$ cat config.mk
export PLATFORM = sky130hd
export DESIGN_NAME = instr_fetch
export DESIGN_NICKNAME = d
export VERILOG_FILES = /design/src/rtl/instr_fetch.sv
export SDC_FILE = /design/constraint.sdc
export NUM_CORES = 1
export LEC_CHECK = 0
export ABC_AREA = 1
export BUFFER_PORTS_ARGS = -buffer_cell sky130_fd_sc_hd__buf_2
export CORE_MARGIN = 2
export CORE_UTILIZATION = 59
export DETAILED_ROUTE_END_ITERATION = 12
export GPL_TIMING_DRIVEN = 0
export PLACE_DENSITY_LB_ADDON = 0.05
export SETUP_SLACK_MARGIN = 0.02
export SYNTH_ARGS = -nofsm -noshare
export SYNTH_HDL_FRONTEND = slang
export SYNTH_SLANG_ARGS = --single-unit
$ cat constraint.sdc
create_clock -name clk -period 2.2 [get_ports clk]
set_input_delay 0.22 -clock clk [delete_from_list [all_inputs] [get_ports clk]]
set_output_delay 0.22 -clock clk [all_outputs]
set_load 0.005 [all_outputs]
$ cat src/rtl/instr_fetch.sv
// ============================================================================
// Module   : instr_fetch
// Brief    : Instruction fetch stage with IF/ID register, one-entry hold buffer
//            and redirect/flush handling over a req/ack instruction memory port.
// Revision : 1.0
// ============================================================================
`default_nettype none

module instr_fetch #(
  parameter int                    ADDR_WIDTH = 32,
  parameter int                    DATA_WIDTH = 32,
  parameter logic [ADDR_WIDTH-1:0] PC_ADDR    = 32'h8000_0000
) (
  input  logic                  clk,
  input  logic                  reset,
  input  logic                  use_branch,
  input  logic [ADDR_WIDTH-1:0] branch_out,
  input  logic                  flush,
  input  logic                  stall,
  output logic                  imem_req,
  output logic [ADDR_WIDTH-1:0] imem_addr,
  input  logic                  imem_ack,
  input  logic [DATA_WIDTH-1:0] imem_rdata,
  output logic [ADDR_WIDTH-1:0] if_pc,
  output logic [DATA_WIDTH-1:0] if_instr,
  output logic                  if_valid
);

  localparam logic [1:0] S_FETCH   = 2'd0;
  localparam logic [1:0] S_HOLD    = 2'd1;
  localparam logic [1:0] S_DISCARD = 2'd2;

  localparam logic [ADDR_WIDTH-1:0] c_pc_step = ADDR_WIDTH'(4);

  logic [1:0]            r_state;
  logic [1:0]            w_state_next;
  logic [ADDR_WIDTH-1:0] r_pc;
  logic [ADDR_WIDTH-1:0] r_disc_addr;
  logic [DATA_WIDTH-1:0] r_hold_instr;
  logic [ADDR_WIDTH-1:0] r_if_pc;
  logic [DATA_WIDTH-1:0] r_if_instr;
  logic                  r_if_valid;

  logic                  w_redirect;
  logic [ADDR_WIDTH-1:0] w_target;
  logic                  w_load_fetch;
  logic                  w_load_hold;
  logic                  w_capture;
  logic                  w_bubble;
  logic                  w_enter_discard;

  // A flush without a branch redirects to the current pc so the dropped word is refetched.
  assign w_redirect = use_branch | flush;
  assign w_target   = use_branch ? {branch_out[ADDR_WIDTH-1:2], 2'b00} : r_pc;

  // State register
  always_ff @(posedge clk or negedge reset) begin
    if (!reset) begin
      r_state <= S_FETCH;
    end else begin
      r_state <= w_state_next;
    end
  end

  // Next-state logic
  always_comb begin
    w_state_next = r_state;
    case (r_state)
      S_FETCH: begin
        if (w_redirect) begin
          w_state_next = imem_ack ? S_FETCH : S_DISCARD;
        end else if (imem_ack && stall) begin
          w_state_next = S_HOLD;
        end
      end
      S_HOLD: begin
        if (w_redirect || !stall) begin
          w_state_next = S_FETCH;
        end
      end
      S_DISCARD: begin
        // Once the stale word lands, fetch resumes at the (possibly re-targeted) pc.
        if (imem_ack) begin
          w_state_next = S_FETCH;
        end
      end
      default: w_state_next = S_FETCH;
    endcase
  end

  // Output / action decode
  always_comb begin
    imem_req        = reset && (r_state != S_HOLD);
    imem_addr       = (r_state == S_DISCARD) ? r_disc_addr : r_pc;
    w_load_fetch    = 1'b0;
    w_load_hold     = 1'b0;
    w_capture       = 1'b0;
    w_bubble        = 1'b0;
    w_enter_discard = 1'b0;
    case (r_state)
      S_FETCH: begin
        w_load_fetch    = !w_redirect && imem_ack && !stall;
        w_capture       = !w_redirect && imem_ack && stall;
        w_bubble        = !w_redirect && !imem_ack && !stall;
        w_enter_discard = w_redirect && !imem_ack;
      end
      S_HOLD: begin
        w_load_hold = !w_redirect && !stall;
      end
      default: ;
    endcase
  end

  // Datapath: pc, discard address, hold buffer and IF/ID register
  always_ff @(posedge clk or negedge reset) begin
    if (!reset) begin
      r_pc         <= PC_ADDR;
      r_disc_addr  <= PC_ADDR;
      r_hold_instr <= '0;
      r_if_pc      <= PC_ADDR;
      r_if_instr   <= '0;
      r_if_valid   <= 1'b0;
    end else begin
      if (w_redirect) begin
        r_pc       <= w_target;
        r_if_valid <= 1'b0;
      end else if (w_load_fetch || w_load_hold) begin
        r_pc       <= r_pc + c_pc_step;
        r_if_pc    <= r_pc;
        r_if_instr <= w_load_fetch ? imem_rdata : r_hold_instr;
        r_if_valid <= 1'b1;
      end else if (w_bubble) begin
        r_if_valid <= 1'b0;
      end
      if (w_capture) begin
        r_hold_instr <= imem_rdata;
      end
      // The in-flight address must stay on the bus while pc already holds the new target.
      if (w_enter_discard) begin
        r_disc_addr <= r_pc;
      end
    end
  end

  assign if_pc    = r_if_pc;
  assign if_instr = r_if_instr;
  assign if_valid = r_if_valid;

endmodule

`default_nettype wire

Word-level counts from Yosys, hierarchy flattened
Index checks and enable logic that the tools add are counted.

cells by class
  add/sub/neg operators = 1
  multipliers = 0
  divide/modulo/power cells = 0
  order comparisons = 0
  equal/unequal tests = 7
  shift-type cells = 0
  muxes and demuxes = 19
  bitwise gates (word level) = 2
  reduce and logical (&&, ||, !) cells = 20

operators with widths
  cell                                                    number
  two-way mux 32 bit                                      5
  adder 32 x 3 -> 32 bit (second input constant)          1
  two-way mux 2 bit                                       5
  logical AND 1 bit                                       9
  two-way mux 1 bit                                       8
  inequality test 2 bit (second input constant)           3
  case mux 2 bit (3 select lines)                         1
  AND reduction 2 bit                                     2
  zero test 1 bit                                         3
  inequality test 3 bit (second input constant)           1
  AND reduction 3 bit                                     1
  nonzero test 3 bit                                      1
  == test 2 x 1 -> 1 bit (second input constant)          1
  == test 2 bit (second input constant)                   1
  zero test 2 bit                                         1
  logical OR 1 bit                                        2
  inequality test 2 x 1 -> 1 bit (second input constant)  1
  nonzero test 2 bit                                      1
  inverter 1 bit                                          1
  OR 1 bit                                                1

word-level totals
  bits in registers = 163
  bits in latches = 0
  memory bits (writable) = 0
  ROM bits = 0
  input bits = 70
  output and inout port bits = 98
  memories kept = 0

Depth between registers and ports, before layout
Gate-level depths: netlist of the first run.

  depth after elaboration = 8
  depth in mapped cells = 10
  depth with buffers taken out = 10

Worst setup path after synthesis of the first run
No wires, ideal clock.

  path type = register to register
  start = reg r_pc[3]
  end = reg r_pc[22]
  library setup time = 0.116 ns
  arrival time = 1.305 ns
  required time = 2.084 ns
  setup slack = 0.779 ns
  stages on the path, launching flop included = 11
  period minus slack after synthesis = 1.421 ns
  cell sequence = dfrtp_1 -> ha_1 -> nand2_1 -> nor2_1 -> nand2_1 -> nor2_1 -> nand2_1 -> nand2_1 -> nand3_1 -> nand2_1 -> nand2_1

between the ends
  cells in the longest elaborated chain, start to end = 3

ends and longest elaborated chain
  element                 RTL line  RTL
  from (decl)             37        logic [ADDR_WIDTH-1:0] r_pc;
  from (signal assigned)  125       r_pc <= w_target;
  from (signal assigned)  128       r_pc <= r_pc + c_pc_step;
  adder 32 x 3 -> 32 bit  128
  two-way mux 32 bit      127       end else if (w_load_fetch || w_load_hold) begin
  two-way mux 32 bit      124       if (w_redirect) begin

No other way between the ends. The select of a mux whose other input is x is not followed.
A chain may end at the register's enable or synchronous reset.

Worst setup path in the final report of the first run
  start = reg r_state[0]
  end = out imem_addr[21]

between the ends
  cells in the longest elaborated chain, start to end = 2

ends and longest elaborated chain
  element                 RTL line  RTL
  from (decl)             35        logic [1:0] r_state;
  from (signal assigned)  61        r_state <= w_state_next;
  == test 2 bit           94        imem_addr = (r_state == S_DISCARD) ? r_disc_addr : r_pc;
  two-way mux 32 bit      94
  to (decl)               21        output logic [ADDR_WIDTH-1:0] imem_addr,

No other way between the ends.

==> metrics.md, run 1 <==
| Metric | Value |
|---|---|
| Clk_skew | 0.007145 ns |
| Core Box Area | 12720 um^2 |
| Clock buffer count from CTS | 17 |
| Syn avg cell area | 7.604 um^2 |
| Initial Utilization | 60.85% |
| Overall Power | 0.009417 W |
| Slew HR | 60.15% |
| Die Width | 118.5 um |
| Number of iterations in the first detailed-routing pass | 5 |
| Minimum clock period after layout | 2.080 ns |
| Max Cap Viol | 0 |
| Number of nets still failing antenna checks after routing | 0 |
| Violated checks | negative hold slack |
| Root Driver | clkbuf_16 |
| Number of antenna violations at the first check in global routing | 0 |
| Number of different library cells in the post-synthesis netlist | 31 |
| Tightest hold margin | -0.2188 ns |
| DRT iter0 DRCs | 727 |
| Routed vias/inst | 5.320 |
| Full die area | 14050 um^2 |
| Cells traversed along the worst timing path | inv_2, nand2_1, clkbuf_1, a21oi_1, buf_2 |
| Global-route wire length before repair | 34.78 mm |
| Antenna diode instance count | 0 |
| Warning count from the yosys run | 0 |
| Overall global routing resource usage | 31.18% |
| Via count | 7374 |
| Total I/O pin count | 168 |
| Via count of the first global-routing pass | 6992 |
| Number of filler cells placed in the layout | 1094 |
| Total area of multi-input combinational cells | 3164 um^2 |
| WP data arrival | 1.86 ns |
| Post-Synthesis Cells | 1018 |
| Largest net degree at the start of global routing | 96 |
| Fraction of layout cells with a size suffix above 1 | 22.08% |
| Worst ir drop on vdd | 0.0006779 V |
| Half-perimeter wire length after placement | 15.06 mm |
| Final Setup Violations | 0 |
| Nets | 1273 |
| DRC violations left | 0 |
| Final max-slew violation count | 0 |
| Transition time at the pin with the least slew margin | 0.5978 ns |
| Port Buffers | 161 |
| Last weighted congestion value of the routability-driven placer | 0.9425 |
| Kind of critical path | flip-flop to output port |
| Clock tree sinks | 157 |
| Skew-Pair Late Insertion Delay | 0.42 ns |
| Req. time, crit path | 1.98 ns |
| Htree depth | 4 |
| Hold Violations, Final | 62 |
| Part of the Yosys area used for sequential elements | 50.80% |
| Slowest cell on the critical path | clkbuf_1 |
| PwrDens | 1003 nW/um^2 |
| Detailed-route wire length per cell | 15.15 um |
| Cell area after synthesis | 7741 um^2 |
| Total Wirelength | 21.00 mm |
| Post-route fraction of the period consumed by the critical path | 94.52% |
| Sequential cell area in the final layout | 3933 um^2 |
| Peak Freq | 480.9 MHz |
| Worst-path maximum fanout | 10 |
| Clock-pin transition on the worst setup and hold timing paths | 0.06 ns |
| Static leakage | 5.031 nW |
| Clock Tree Buf Depth | 2 |
| Outcome | finished, violations left |
| Flop and latch count out of synthesis | 157 |
| Kind of capture point of the worst setup path | output port |
| Number of placement rows | 41 |
| Global route overflow | 0 |
| Maximum cell stage delay along the critical path | 0.41 ns |
| TritonCTS clock tree | done |
| Post-CTS setup repair buffer count | 0 |
| Path type of the worst min-delay path | input pin to asynchronous set/reset pin |
| Crit start category | flip-flop |
| RSZ-0062 raised after global routing | true |
| Vertical die dimension | 118.5 um |
| Relative area change from synthesis to final layout | 21.32% |
[where the power goes]
group	switching (W)	leakage [nW]	internal, W	total (W)
sequential	0.000501	1.96	0.00368	0.00418
clock	0.00112	0.287	0.00178	0.00290
combinational	0.00132	2.78	0.00101	0.00234
total	0.00294	5.03	0.00648	0.00942
[flip-flops by register name (all words and copies together), names as in the netlist]
name	cells
r_hold_instr	32
if_valid	1
r_state	2
r_pc	30
if_pc	30
if_instr	32
r_disc_addr	30
[stage by stage]
step / TNS (ns) / util (%) / setup WS, ns / area (um^2) / instances
after floorplan: 0 / - / 0.7787 / 7752 / 1021
final: 0 / 73.82 / 0.1205 / 9392 / 1386
after detailed placement: 0 / 69.23 / 0.4249 / 8807 / 1355
after CTS: 0 / 73.78 / 0.02635 / 9387 / 1386
after global placement: -227.01 / 68.96 / -1.467 / 8773 / 1354
after global routing: 0 / 73.82 / 0.005535 / 9392 / 1386
[layout by cell type, fill, tap and decap left out, types with 3 or more instances in the layout]
cell type and n:
a21oi_1 48, buf_2 183, buf_4 5, buf_6 9, clkbuf_1 18, clkbuf_16 17
clkbuf_2 4, clkbuf_8 4, clkinv_1 3, clkinv_2 3, conb_1 4, dfrtp_1 154
dfstp_2 3, inv_1 84, inv_2 4, nand2_1 364, nand3_1 44, nor2_1 77
nor2_2 3, nor2_4 3, o21ai_0 89, o21ai_1 50, o21ai_2 13, or2_2 7
[Yosys cell counts]
master	number	area (um^2)
nand3b_2	1	11.26
nand2_1	364	1366
o21bai_1	1	7.510
clkinv_1	3	11.26
or2_2	7	43.79
nand3_2	2	20.02
inv_1	84	315.3
a21oi_1	48	240.2
inv_2	4	15.01
o22ai_1	2	12.51
nand4_2	1	12.51
buf_2	23	115.1
nor2_4	3	33.78
nor2_1	77	289.0
and2_1	1	6.260
dfstp_2	3	78.83
clkbuf_1	19	71.32
dfrtp_1	154	3854
o21ai_0	89	445.4
buf_4	5	37.54
buf_6	8	90.09
o21ai_1	50	250.2
nor2_2	3	18.77
o21ai_2	13	113.9
nand4_1	2	12.51
nand2_2	2	12.51
ha_1	1	12.51
a31oi_1	2	12.51
conb_1	1	3.750
o211ai_1	1	7.510
nand3_1	44	220.2
[layer usage]
metal	share of wire [%]	wire, um	GRT usage [%]
met1	45	9382	44.91
met2	45	9494	47.09
met3	7.4	1557	5.840
met4	2.7	566	11.83
met5	0	0	0
[what timing repair did]
action | 4_1_cts | 5_1_grt
resized for setup | 0 | 9
setup endpoints to repair | 0 | 25
endpoints found under the hold margin | 62 | 62
[critical path: cells and delay by family, from the launching register on]
kind	cells	cell delay [ns]
compound gates	1	0.18
simple gates	1	0.22
buf+inv	3	0.63
flops	1	0.40
[final timing paths]
kind / from / to / slack (ns) / cells after the start
worst max-delay path: r_state[0] / imem_addr[21] / 0.12 / 5
worst min-delay path: reset / if_pc[9] / -0.22 / 1
worst max register to register: r_pc[3] / r_pc[28] / 0.31 / 10
worst min register to register: if_instr[18] / if_instr[18] / 0.47 / 2
max in group asynchronous: reset / r_pc[31] / 1.53 / 2
min in group clk: imem_ack / r_state[1] / 0.07 / 2
[final cells by class]
class	count	area share, %
clock inverters	6	0.8926
flip-flops and latches	157	41.87
inverters	91	3.637
repair buffers	162	8.940
plain buffers	55	3.397
clock buffers	25	5.276
well taps	172	2.291
multi-input cells	718	33.69
[cell families (layout without fill, tap and decap cells)]
family	count (synthesis)	after routing	share of synthesized area [%]
AND/OR/NAND/NOR	507	507	26.44
AO/OA/AOI/OAI	206	206	14.08
adder cells (fa/ha/maj)	1	1	0.1616
buffers and inverters	146	339	8.469
flip-flops	157	157	50.80
other	1	4	0.04844
Power figures use the tool's default switching activity.
==> run 2, diff against run 1 <==
--- a/config.mk
+++ b/config.mk
@@ -5,10 +5,8 @@
 export SDC_FILE = /design/constraint.sdc
 export NUM_CORES = 1
 export LEC_CHECK = 0
-export ABC_AREA = 1
 export BUFFER_PORTS_ARGS = -buffer_cell sky130_fd_sc_hd__buf_2
-export CORE_MARGIN = 2
-export CORE_UTILIZATION = 59
+export CORE_UTILIZATION = 58
 export DETAILED_ROUTE_END_ITERATION = 12
 export GPL_TIMING_DRIVEN = 0
 export PLACE_DENSITY_LB_ADDON = 0.05
==> run 2 against run 1 <==
Fmax decreased by 2.5%. Area after synthesis decreased by 5.6%. Critical path type unchanged. First-iteration DRC count decreased by 45%. Critical endpoint is now imem_addr[3]. Total power increased by 2.0%. Die area decreased by 7.1%. Flip-flop and latch count unchanged. Critical path depth decreased by 1. The flow still finishes with violations (negative hold slack). Via count decreased by 22%. Largest cell class unchanged. Register-to-register slack got worse by 0.22 ns. Largest power group unchanged. Combinational power decreased by 2%.
==> metrics.md, run 2 <==
| Metric | Value |
|---|---|
| Outcome | finished, violations left |
| Violated checks | negative hold slack |
| Total I/O pin count | 168 |
| Clock buffer count from CTS | 17 |
| Overall global routing resource usage | 28.83% |
| Share of power burned in the clock network | 31.7% |
| Detailed-route wire length per cell | 18.18 um |
| Slew HR | 47.47% |
| Cell area after synthesis | 7311 um^2 |
| Total Wirelength | 18.11 mm |
| Number of nets still failing antenna checks after routing | 0 |
| Switching share of power | 28.07% |
| Static leakage | 4.271 nW |
| Skew-Pair Late Insertion Delay | 0.43 ns |
| Full die area | 13060 um^2 |
| Proportion of power drawn by combinational gates | 23.9% |
| Met3 WL | 1.354 mm |
| Primary FF master, synth | dfrtp_1 |
| Via count | 5767 |
| Post-synth top area share | 52.71% |
| Clock-pin transition on the worst setup and hold timing paths | 0.06 ns |
| TritonCTS clock tree | done |
| Most frequent standard cell in the layout excluding fill and tap cells | buf_2 |
| Slowest cell on the critical path | dfrtp_1 |
| Req. time, crit path | 1.98 ns |
| Number of iterations in the first detailed-routing pass | 7 |
| Tightest hold margin | -0.1777 ns |
| Internal power of the cells | 0.006907 W |
| Fraction of layout cells with a size suffix above 1 | 40.82% |
| DRC violations left | 0 |
| Sequential fraction of design power | 44.4% |
| Number of placed cells counting well taps | 962 |
| Minimum clock period after layout | 2.134 ns |
| Final Core Density | 74.42% |
| Max Cap Viol | 0 |
| Final design area excluding fillers | 9051 um^2 |
| PwrDens | 1061 nW/um^2 |
| Net load switching power | 0.002696 W |
| Half-perimeter wire length after placement | 12.43 mm |
| Global route overflow | 0 |
| Via count of the first global-routing pass | 5530 |
| Port Buffers | 161 |
| Post-Synthesis Cells | 629 |
| Clock tree sinks | 157 |
| Hold Violations, Final | 76 |
| Vertical die dimension | 114.3 um |
| Number of antenna violations at the first check in global routing | 0 |
| Root Driver | clkbuf_16 |
| Maximum cell stage delay along the critical path | 0.42 ns |
| Synth area leader | dfrtp_1 |
| Most numerous cell types in the synthesized netlist | 154 x dfrtp_1, 102 x mux2_2, 61 x a21oi_1 |
| Count of non-filler cells in the finished layout | 996 |
| Final Setup Violations | 0 |
| Kind of critical path | flip-flop to output port |
| Syn avg cell area | 11.62 um^2 |
| Clk_skew | 0.006284 ns |
| Placed Instance Area | 8372 um^2 |
| Path type of the worst min-delay path | input pin to asynchronous set/reset pin |
| Worst reg2reg startpoint | r_pc[5] |
| Biggest area contributors in the synthesized netlist | dfrtp_1 53%, mux2_2 16%, mux2i_1 4.4% |
| Post-route fraction of the period consumed by the critical path | 96.99% |
| Setup total negative slack | 0 ns |
| Final max-slew violation count | 0 |
| Flop and latch count out of synthesis | 157 |
| Transition time at the pin with the least slew margin | 0.7880 ns |
| Crit start category | flip-flop |
| Routed vias/inst | 5.790 |
| RSZ-0062 raised after global routing | true |
| Relative area change from synthesis to final layout | 23.81% |
| Largest net degree at the start of global routing | 83 |
| Antenna diode instance count | 0 |
| Htree depth | 4 |
| Worst-case register-to-register setup slack | 0.09 ns |
| CTS Hold Buffers Added | 1 |
| Peak Freq | 468.7 MHz |
| Met2 wire length | 8.614 mm |
| Kind of capture point of the worst setup path | output port |
| Number of placement rows | 40 |
| Global-route wire length before repair | 28.58 mm |
| Reg-to-reg endpoint | r_pc[16] |
| Worst ir drop on vdd | 0.0007582 V |
| WP data arrival | 1.91 ns |
| Number of filler cells placed in the layout | 892 |
| Nets | 886 |
| Number of different library cells in the post-synthesis netlist | 54 |
| Die Width | 114.3 um |
| Clock Tree Buf Depth | 2 |
| Depth of the worst register-to-register path | 6 |
| Core Box Area | 12160 um^2 |
| Detailed-route wire length on metal 1 | 7.852 mm |
| Part of the Yosys area used for sequential elements | 53.79% |
| Initial Utilization | 60.11% |
| Most frequent cells in the layout | 178 x buf_2, 153 x dfrtp_1, 102 x mux2_2 |
| DRT iter0 DRCs | 397 |
| Cell with the most instances after synthesis | dfrtp_1 |
| Worst-path maximum fanout | 10 |
| Cells traversed along the worst timing path | nand2b_1, clkbuf_4, mux2_2, buf_2 |
| Number of enable flip-flop cells after synthesis | 0 |
| Top sig layer | met4 |
| Last weighted congestion value of the routability-driven placer | 0.9023 |
| Asr flop ratio synth | 100.0% |
| Warning count from the yosys run | 0 |
==> run 2: changes by cell type after synthesis, moves of 16 or more <==
cell     delta
nand2_1   -333
mux2_2    +102
inv_1      -78
o21ai_0    -71
o21ai_1    -42
nand3_1    -33
mux2i_1    +32
nor2_1     -30
mux2_1     +16
==> run 2: worst max path at each step <==
stage,startpoint,end,slack [ns],depth (start not counted)
6_report,r_state[0],imem_addr[3],0.07,4
3_3_place_gp,reset,if_instr[23],-1.32,1
3_5_place_dp,r_state[1],if_instr[15],-0.21,7
2_1_floorplan,r_pc[10],r_pc[16],0.43,7
5_1_grt,r_pc[10],r_pc[23],-0.01,7
4_1_cts,r_state[0],imem_addr[3],0.05,4
==> run 2: stage by stage <==
step / setup slack (ns) / total power (W)
4_1_cts: 0.04799 / 0.009649
2_1_floorplan: 0.4289 / 0.005509
3_5_place_dp: -0.2110 / 0.006579
6_report: 0.06625 / 0.009603
5_1_grt: -0.01079 / 0.01012
3_3_place_gp: -1.317 / 0.006424
==> run 2: per-layer routing <==
metal / vias to the layer above / GRT usage, %
met4: 0 / 8.745
met3: 32 / 6.723
met5: - / 0
met2: 253 / 46.99
li1: 2640 / -
met1: 2842 / 38.60
==> run 2: what timing repair did <==
item,4_1_cts,5_1_grt
resized for setup,5,7
hold endpoints to repair,77,76
setup buffers,2,0
pin swaps,1,0
setup endpoints to repair,102,67
==> run 2: cells by family after synthesis <==
logic type               count (synthesis)  share of synthesized area [%]
adder cells (fa/ha/maj)                  1                         0.1711
multiplexers                           150                          22.56
other                                    1                        0.05129
AND/OR/NAND/NOR                        143                          10.10
AO/OA/AOI/OAI                          118                          9.396
buffers and inverters                   53                          3.218
XOR/XNOR                                 6                         0.7188
flip-flops                             157                          53.79
==> run 2: area by class of cell <==
| cell class | count | area, um^2 | area share (%) |
|---|---|---|---|
| Buffer | 46 | 219.0 | 2.419 |
| Tap cell | 168 | 210.2 | 2.322 |
| Sequential cell | 157 | 3934 | 43.46 |
| Clock inverter | 10 | 136.4 | 1.507 |
| Timing Repair Buffer | 165 | 864.6 | 9.552 |
| Inverter | 6 | 22.52 | 0.2488 |
| Clock buffer | 22 | 484.2 | 5.350 |
| Multi-Input combinational cell | 422 | 3181 | 35.14 |
==> run 2: critical path: cells and delay by family (launching register included) <==
family | cells | cell delay [ns]
simple gates | 1 | 0.26
buf+inv | 2 | 0.42
flops | 1 | 0.42
mux | 1 | 0.38
==> run 2: power by group through the flow <==
stage	Clock, W	Sequential [W]	Combinational, W
after floorplan	0	0.00423	0.00128
after global placement	0	0.00423	0.00220
after detailed placement	0	0.00429	0.00229
after CTS	0.00309	0.00425	0.00231
after global routing	0.00321	0.00437	0.00254
final	0.00304	0.00426	0.00230
